===== src/rtl/dmem_banked_if.sv =====
// Request/response bus for dmem_banked.
//   master : drives req_valid/req_we/req_be/req_addr/req_wdata; sees req_ready and rsp_*
//   slave  : the memory; drives req_ready, rsp_valid, rsp_data, rsp_err
interface dmem_banked_if #(
  parameter int unsigned DATA_W = 8,
  parameter int unsigned ADDR_W = 8
);
  localparam int unsigned NBYTE = DATA_W / 8;

  logic              req_valid;
  logic              req_ready;
  logic              req_we;
  logic [NBYTE-1:0]  req_be;
  logic [ADDR_W-1:0] req_addr;
  logic [DATA_W-1:0] req_wdata;
  logic              rsp_valid;
  logic [DATA_W-1:0] rsp_data;
  logic              rsp_err;

  modport master (
    output req_valid, req_we, req_be, req_addr, req_wdata,
    input  req_ready, rsp_valid, rsp_data, rsp_err
  );

  modport slave (
    input  req_valid, req_we, req_be, req_addr, req_wdata,
    output req_ready, rsp_valid, rsp_data, rsp_err
  );
endinterface


===== src/rtl/dmem_banked.sv =====
// Parametrised data memory with per-byte write enables, one-cycle registered read,
// out-of-range error responses and a zeroing sweep after reset or on clr.
//   clk  : clock, all state on rising edge
//   rst  : synchronous active-high reset, starts the zeroing sweep
//   clr  : single-cycle request to re-zero the memory (honoured only when idle)
//   busy : sweep in progress, no requests accepted
//   bus  : request/response port (slave side)
module dmem_banked #(
  parameter int unsigned DATA_W = 8,
  parameter int unsigned ADDR_W = 8,
  parameter int unsigned DEPTH  = 256
) (
  input  logic         clk,
  input  logic         rst,
  input  logic         clr,
  output logic         busy,
  dmem_banked_if.slave bus
);
  localparam int unsigned NBYTE = DATA_W / 8;
  localparam int unsigned IDX_W = (DEPTH > 1) ? $clog2(DEPTH) : 1;
  localparam logic [IDX_W-1:0] LastIdx = IDX_W'(DEPTH - 1);

  typedef enum logic {StClear, StIdle} state_e;

  state_e            state_q;
  logic [IDX_W-1:0]  ptr_q;
  logic              rsp_valid_q;
  logic [DATA_W-1:0] rsp_data_q;
  logic              rsp_err_q;

  logic [DATA_W-1:0] mem_q [DEPTH];

  logic             in_range;
  logic             accept;
  logic             wr_acc;
  logic [IDX_W-1:0] idx;

  // Compare one bit wider so DEPTH == 2**ADDR_W is representable.
  assign in_range = ({1'b0, bus.req_addr} < (ADDR_W + 1)'(DEPTH));
  assign idx      = bus.req_addr[IDX_W-1:0];

  assign busy          = (state_q == StClear);
  assign bus.req_ready = (state_q == StIdle) && !clr;
  assign accept        = bus.req_valid && bus.req_ready && !rst;
  assign wr_acc        = accept && bus.req_we && in_range;

  assign bus.rsp_valid = rsp_valid_q;
  assign bus.rsp_data  = rsp_data_q;
  assign bus.rsp_err   = rsp_err_q;

  // Storage: no reset, contents defined by the sweep. Sweep and writes never overlap
  // because requests are only accepted in StIdle.
  always_ff @(posedge clk) begin
    if (busy) begin
      mem_q[ptr_q] <= '0;
    end else if (wr_acc) begin
      for (int i = 0; i < NBYTE; i++) begin
        if (bus.req_be[i]) begin
          mem_q[idx][8*i +: 8] <= bus.req_wdata[8*i +: 8];
        end
      end
    end
  end

  always_ff @(posedge clk) begin
    if (rst) begin
      state_q     <= StClear;
      ptr_q       <= '0;
      rsp_valid_q <= 1'b0;
      rsp_data_q  <= '0;
      rsp_err_q   <= 1'b0;
    end else begin
      rsp_valid_q <= 1'b0;
      unique case (state_q)
        StClear: begin
          if (ptr_q == LastIdx) begin
            state_q <= StIdle;
            ptr_q   <= '0;
          end else begin
            ptr_q <= ptr_q + 1'b1;
          end
        end
        StIdle: begin
          if (clr) begin
            state_q <= StClear;
            ptr_q   <= '0;
          end else if (accept) begin
            if (!in_range) begin
              rsp_valid_q <= 1'b1;
              rsp_err_q   <= 1'b1;
              rsp_data_q  <= '0;
            end else if (!bus.req_we) begin
              rsp_valid_q <= 1'b1;
              rsp_err_q   <= 1'b0;
              rsp_data_q  <= mem_q[idx];
            end
          end
        end
        default: state_q <= StClear;
      endcase
    end
  end
endmodule


===== src/flat_wrapper.sv =====
// flat-port wrapper written by rule: the top's interface ports become plain ports
module dmem_banked_flat 
#(
  parameter int unsigned DATA_W = 8,
  parameter int unsigned ADDR_W = 8,
  parameter int unsigned DEPTH  = 256
)
  (clk, rst, clr, busy, bus_req_valid, bus_req_we, bus_req_be, bus_req_addr, bus_req_wdata, bus_req_ready, bus_rsp_valid, bus_rsp_data, bus_rsp_err);
  dmem_banked_if #(.DATA_W(DATA_W), .ADDR_W(ADDR_W)) bus_i ();
  input  logic clk;
  input  logic rst;
  input  logic clr;
  output logic busy;
  input wire logic [$bits(bus_i.req_valid)-1:0] bus_req_valid;
  input wire logic [$bits(bus_i.req_we)-1:0] bus_req_we;
  input wire logic [$bits(bus_i.req_be)-1:0] bus_req_be;
  input wire logic [$bits(bus_i.req_addr)-1:0] bus_req_addr;
  input wire logic [$bits(bus_i.req_wdata)-1:0] bus_req_wdata;
  output wire logic [$bits(bus_i.req_ready)-1:0] bus_req_ready;
  output wire logic [$bits(bus_i.rsp_valid)-1:0] bus_rsp_valid;
  output wire logic [$bits(bus_i.rsp_data)-1:0] bus_rsp_data;
  output wire logic [$bits(bus_i.rsp_err)-1:0] bus_rsp_err;
  assign bus_i.req_valid = bus_req_valid;
  assign bus_i.req_we = bus_req_we;
  assign bus_i.req_be = bus_req_be;
  assign bus_i.req_addr = bus_req_addr;
  assign bus_i.req_wdata = bus_req_wdata;
  assign bus_req_ready = bus_i.req_ready;
  assign bus_rsp_valid = bus_i.rsp_valid;
  assign bus_rsp_data = bus_i.rsp_data;
  assign bus_rsp_err = bus_i.rsp_err;
  dmem_banked #(.DATA_W(DATA_W), .ADDR_W(ADDR_W), .DEPTH(DEPTH)) u_core (.clk(clk), .rst(rst), .clr(clr), .busy(busy), .bus(bus_i));
endmodule

===== config.mk =====
export PLATFORM = sky130hd
export DESIGN_NAME = dmem_banked_flat
export DESIGN_NICKNAME = d
export VERILOG_FILES = /design/src/rtl/dmem_banked_if.sv /design/src/rtl/dmem_banked.sv /design/src/flat_wrapper.sv
export SDC_FILE = /design/constraint.sdc
export NUM_CORES = 2
export LEC_CHECK = 0
export ABC_AREA = 1
export BUFFER_PORTS_ARGS = -buffer_cell sky130_fd_sc_hd__buf_4
export CORE_MARGIN = 3
export CORE_UTILIZATION = 45
export CTS_BUF_LIST = sky130_fd_sc_hd__clkbuf_4 sky130_fd_sc_hd__clkbuf_8
export DETAILED_ROUTE_END_ITERATION = 12
export MAX_ROUTING_LAYER = met4
export SYNTH_ARGS = -nofsm -noshare
export SYNTH_HDL_FRONTEND = slang
export SYNTH_SLANG_ARGS = --single-unit

===== constraint.sdc =====
create_clock -name clk -period 18.7 [get_ports clk]
set_input_delay 0.935 -clock clk [delete_from_list [all_inputs] [get_ports clk]]
set_output_delay 0.935 -clock clk [all_outputs]
set_load 0.02 [all_outputs]

Word-level counts from Yosys, hierarchy flattened:

Memory sizes are Yosys's and may differ from the RTL's. A register that Yosys moved wholly into a read port is not among the register bits.
Index checks and enable logic that the tools add are counted.

* register bits after elaboration: 10
* latch bits: 0
* bits in writable memories: 2048
* ROM bits: 0
* output and inout bits: 12
* memories: 1

* add/sub/neg operators: 1
* multipliers: 0
* div/mod/pow operators: 0
* magnitude comparators: 0
* eq/ne operators: 2
* shift-type cells: 0
* mux-type cells: 15
* bitwise operators: 4
* reduce and logical (&&, ||, !) cells: 9

Memories
* u_core.mem_q: depth 256, width 8, read ports 1, clocked after memory_dff 1, wr ports 1, RTL line dmem_banked.sv:31 `logic [DATA_W-1:0] mem_q [DEPTH];`

Operator list (number)
* 8-bit two-way mux: 4
* 8-bit one-hot mux with 2 select lines: 1
* 1-bit two-way mux: 9
* 8-bit by 1-bit adder with 8-bit output (second input constant): 1
* 8-bit equality test (second input constant): 1
* 8-bit OR reduction: 1
* 1-bit logical AND: 4
* 1-bit inverter: 4
* 4-bit AND reduction: 1
* 4-bit OR reduction: 1
* 1-bit logical NOT: 2
* 2-bit != test (second input constant): 1
* 1-bit one-hot mux with 2 select lines: 1

Depth between registers and ports, before layout:

* word-level depth: 10
* gate-level depth with buffers: 17

Least setup slack after synthesis:

No wires, ideal clock.

* path kind: input -> register
* from: in clr
* to: mem u_core.mem_q[0][0] (data pin)
* data arrival time: 7.474 ns
* data required time: 17.311 ns
* path slack: 9.837 ns
* stages on the path: 5
* buffers on the path: 1
* cell sequence: nor2_8 > nand3_2 > nand3b_4 > buf_2 > nor2_1

* longest elaborated chain between the ends: 10

Ends and longest elaborated chain
* start: declaration: RTL line flat_wrapper.sv:12 `input logic clr;`
* 1-bit logical NOT: RTL line dmem_banked.sv:43 `assign bus.req_ready = (state_q == StIdle) && !clr;`
* 1-bit logical AND: RTL line dmem_banked.sv:43
* 1-bit logical AND (2 in a row): RTL line dmem_banked.sv:44 `assign accept = bus.req_valid && bus.req_ready && !rst;`
* 1-bit logical AND: RTL line dmem_banked.sv:45 `assign wr_acc = accept && bus.req_we && in_range;`
* 1-bit two-way mux: RTL line dmem_banked.sv:56 `end else if (wr_acc) begin`
* 1-bit two-way mux: RTL line dmem_banked.sv:54 `if (busy) begin`
* 1-bit two-way mux (implied by the code): RTL line dmem_banked.sv:59 `mem_q[idx][8*i +: 8] <= bus.req_wdata[8*i +: 8];`
* 8-bit OR reduction (no line)
* 8-bit two-way mux (no line)
* end: declaration: RTL line dmem_banked.sv:31

Every way passes these cells.

==> flow_metrics.tcl <==
set metrics [dict create \
    routed_wl_um 239500 \
    hold_buffers 0 \
    drc 0 \
    r2r_slack_ns 13.99 \
    vias 56370 \
    ys.flop_type "edfxtp_1" \
    final_common_cell "nand2_1" \
    grt_max_degree 243 \
    grt_usage 0.2532 \
    num-fill-cells 16184 \
    yosysUniqueCellTypes 32 \
    clkTransAtPathRegs_ns 0.06 \
    syn-instance-count 7200 \
    avgViaCountPerCell 5.702 \
    hold_violations 0 \
    crit_arrival_ns 6.80 \
    drt_first_pass_iters 6 \
    worstReg2RegStart "u_core.state_q$_SDFF_PP0_" \
    grt_pass1_wl_um 353600 \
    htree_levels 5 \
    clkSinkCount 2066 \
    endpoint_kind "flip-flop" \
    pin_count 34 \
    antenna_found_initial 3 \
    hold_path_class "input port to flip-flop" \
    setup_tns_ns 0 \
    setup.worst_path.start_class "input port" \
    cts_buffer_depth 4 \
    io_buffers 32 \
    ant_nets 0 \
    critPathTopFamily "buffers and inverters" \
    reg2reg_depth 12 \
    crit_chain "buf_8, buf_4, buf_4, buf_4, buf_4, buf_4, nand2_1, nand3_1, nand3_1, nand3_1, nand3_1, nand2_1, nand2_1, nand2_1, nand2_1, nand3_1, nand3_1, nand2_1" \
    die_h_um 437.6 \
    drv_cap 0 \
    syn_area_per_cell_um2 11.64 \
    multi_input_area_um2 19910 \
    die_area_um2 191500 \
    place.gp.congestion 0.9378 \
    numCtsBuffers 350 \
    async_flop_share 0 \
    regArea_um2 61860 \
    area_growth_pct 10.24 \
    maxSlewHeadroom 0.02348 \
    fin_crit_ns 5.849 \
    dpl_cell_area_um2 86100 \
    hold_end "u_core.ptr_q[1]$_SDFFE_PP0P_" \
    ir_drop_mv 0.07079 \
    insertion_delay_ns 1.03 \
    crit_type "input port to flip-flop" \
    crit_path_top_delay_cell "buf_4" \
    cp_max_fo 102 \
    gr-total-overflow 0 \
    ctsResizeCount 0 \
    design_area_um2 92400 \
    p_leak_uw 0.03470 \
    tightest_slew_ns 1.459 \
    fp.dieW_um 437.6 \
    start_util 0.4554 \
    ys_seq_elements 2066 \
    max_freq_ghz 0.1710 \
    cp_data_required_time_ns 19.65 \
    cts_root_buf "clkbuf_8" \
    p_per_area_nw_per_um2 99.59 \
    fin_skew_ns 0.07570 \
    ys_seq_area_frac 0.7380 \
    synth-edff-count 2048 \
    r2r-end "u_core.mem_q[190][5]$_DFFE_PP_" \
    rsz0062_at_grt "no" \
    syn_nets 7223 \
    hold_start "rst" \
    yosys_warnings 0 \
    layout_common_cells "nand2_1, edfxtp_1, nand3_1" \
    grt_pass1_vias 53223 \
    drive_gt1_frac 0.08902 \
    core_um2 184100 \
    netlist_area_um2 83820 \
    hold-path-cell-count 2 \
    setup_viol 0 \
    wl_per_cell_um 24.23 \
    post_cts_buffers 0 \
    status "finished, final reports clean" \
    finalCritPeriodShare 0.3128 \
    drtIter0Drc 6502 \
    final_max_slew_viol_count 0 \
    path_buf_inv 6 \
    critPathMaxStageDelay_ns 0.88 \
    hold-worst-slack_ns 0.1240 \
    dp_hpwl_um 130600 \
    nets 7204 \
    cts_tree "built" \
    std_cell_rows 157 \
]
how the worst max path moves through the flow:
stage / startpoint / to / slack, ns / depth (start not counted)
after floorplan: clr / u_core.mem_q[0][0]$_DFFE_PP_ / 9.84 / 5
after global placement: bus_req_addr[0] / u_core.bus.rsp_data[2]$_SDFFE_PP0P_ / 12.07 / 18
after detailed placement: bus_req_addr[0] / u_core.bus.rsp_data[2]$_SDFFE_PP0P_ / 12.02 / 18
after CTS: bus_req_addr[0] / u_core.bus.rsp_data[2]$_SDFFE_PP0P_ / 13.12 / 18
after global routing: bus_req_addr[0] / u_core.bus.rsp_data[6]$_SDFFE_PP0P_ / 12.61 / 18
final: bus_req_addr[0] / u_core.bus.rsp_data[2]$_SDFFE_PP0P_ / 12.85 / 18
layout make-up:
| class | instances | share of cell area |
|---|---|---|
| repair buffers | 115 | 0.01081 |
| well taps | 2464 | 0.03337 |
| multi-input cells | 4589 | 0.2155 |
| flip-flops and latches | 2066 | 0.6695 |
| clock buffers | 482 | 0.06333 |
| inverters | 59 | 0.002668 |
| diodes | 8 | 0.0002167 |
| clock inverters | 103 | 0.004645 |
layer usage:
| metal | track usage | vias up | routed length [um] |
|---|---|---|---|
| met2 | 0.3794 | 2698 | 110900 |
| li1 | - | 25382 | - |
| met5 | - | - | 0 |
| met1 | 0.3443 | 27768 | 98410 |
| met4 | 0.09384 | 0 | 8459 |
| met3 | 0.05014 | 522 | 21780 |
logic make-up (layout without fill, tap and decap cells):
family,count (synthesis),count (layout),synth area share
AND/OR/NAND/NOR,4564,4564,0.2346
flip-flops,2066,2066,0.7380
buffers and inverters,545,759,0.02527
AO/OA/AOI/OAI,22,22,0.001762
adder cells (fa/ha/maj),1,1,0.0001493
other,1,9,0.00004474
XOR/XNOR,1,1,0.0001045
cell usage after synthesis, types with 2 or more instances:
master | n | area (um2)
nor2_2 | 2 | 12.51
o21ai_1 | 2 | 10.01
nand3_1 | 1953 | 9774
buf_2 | 52 | 260.3
buf_4 | 2 | 15.01
a21oi_1 | 4 | 20.02
nand3_2 | 2 | 20.02
edfxtp_1 | 2048 | 61500
clkbuf_1 | 374 | 1404
dfxtp_1 | 18 | 360.4
inv_2 | 6 | 22.52
nor2_4 | 3 | 33.78
o21ai_2 | 5 | 43.79
o21ai_0 | 6 | 30.03
buf_1 | 58 | 217.7
nor3_1 | 3 | 15.01
a221oi_1 | 2 | 17.52
nand2_1 | 2301 | 8637
nor2_1 | 295 | 1107
inv_1 | 52 | 195.2
where the power goes:
| part | switching (uW) | leakage (uW) | internal, uW |
|---|---|---|---|
| Combinational | 328 | 0.00778 | 96.4 |
| Sequential | 1.87 | 0.0236 | 5020 |
| Clock | 1750 | 0.00336 | 2000 |
| Total | 2080 | 0.0347 | 7120 |
per-stage QoR:
| stage | util | std cells | power, uW | setup WS (ns) |
|---|---|---|---|---|
| after floorplan | - | 7200 | 5374 | 9.837 |
| after global placement | 0.4677 | 9293 | 5533 | 12.07 |
| after detailed placement | 0.4677 | 9293 | 5534 | 12.02 |
| after CTS | 0.5019 | 9878 | 9249 | 13.12 |
| after global routing | 0.5019 | 9882 | 9488 | 12.61 |
| final | 0.5020 | 9886 | 9201 | 12.85 |
state kept, by name, summed over array words and instances (netlist names):
| signal | cells |
|---|---|
| u_core.mem_q | 2048 |
| u_core.state_q | 1 |
| u_core.ptr_q | 8 |
| u_core.bus.rsp_valid | 1 |
| u_core.bus.rsp_data | 8 |
No activity file was read; power rests on OpenSTA's default activity.
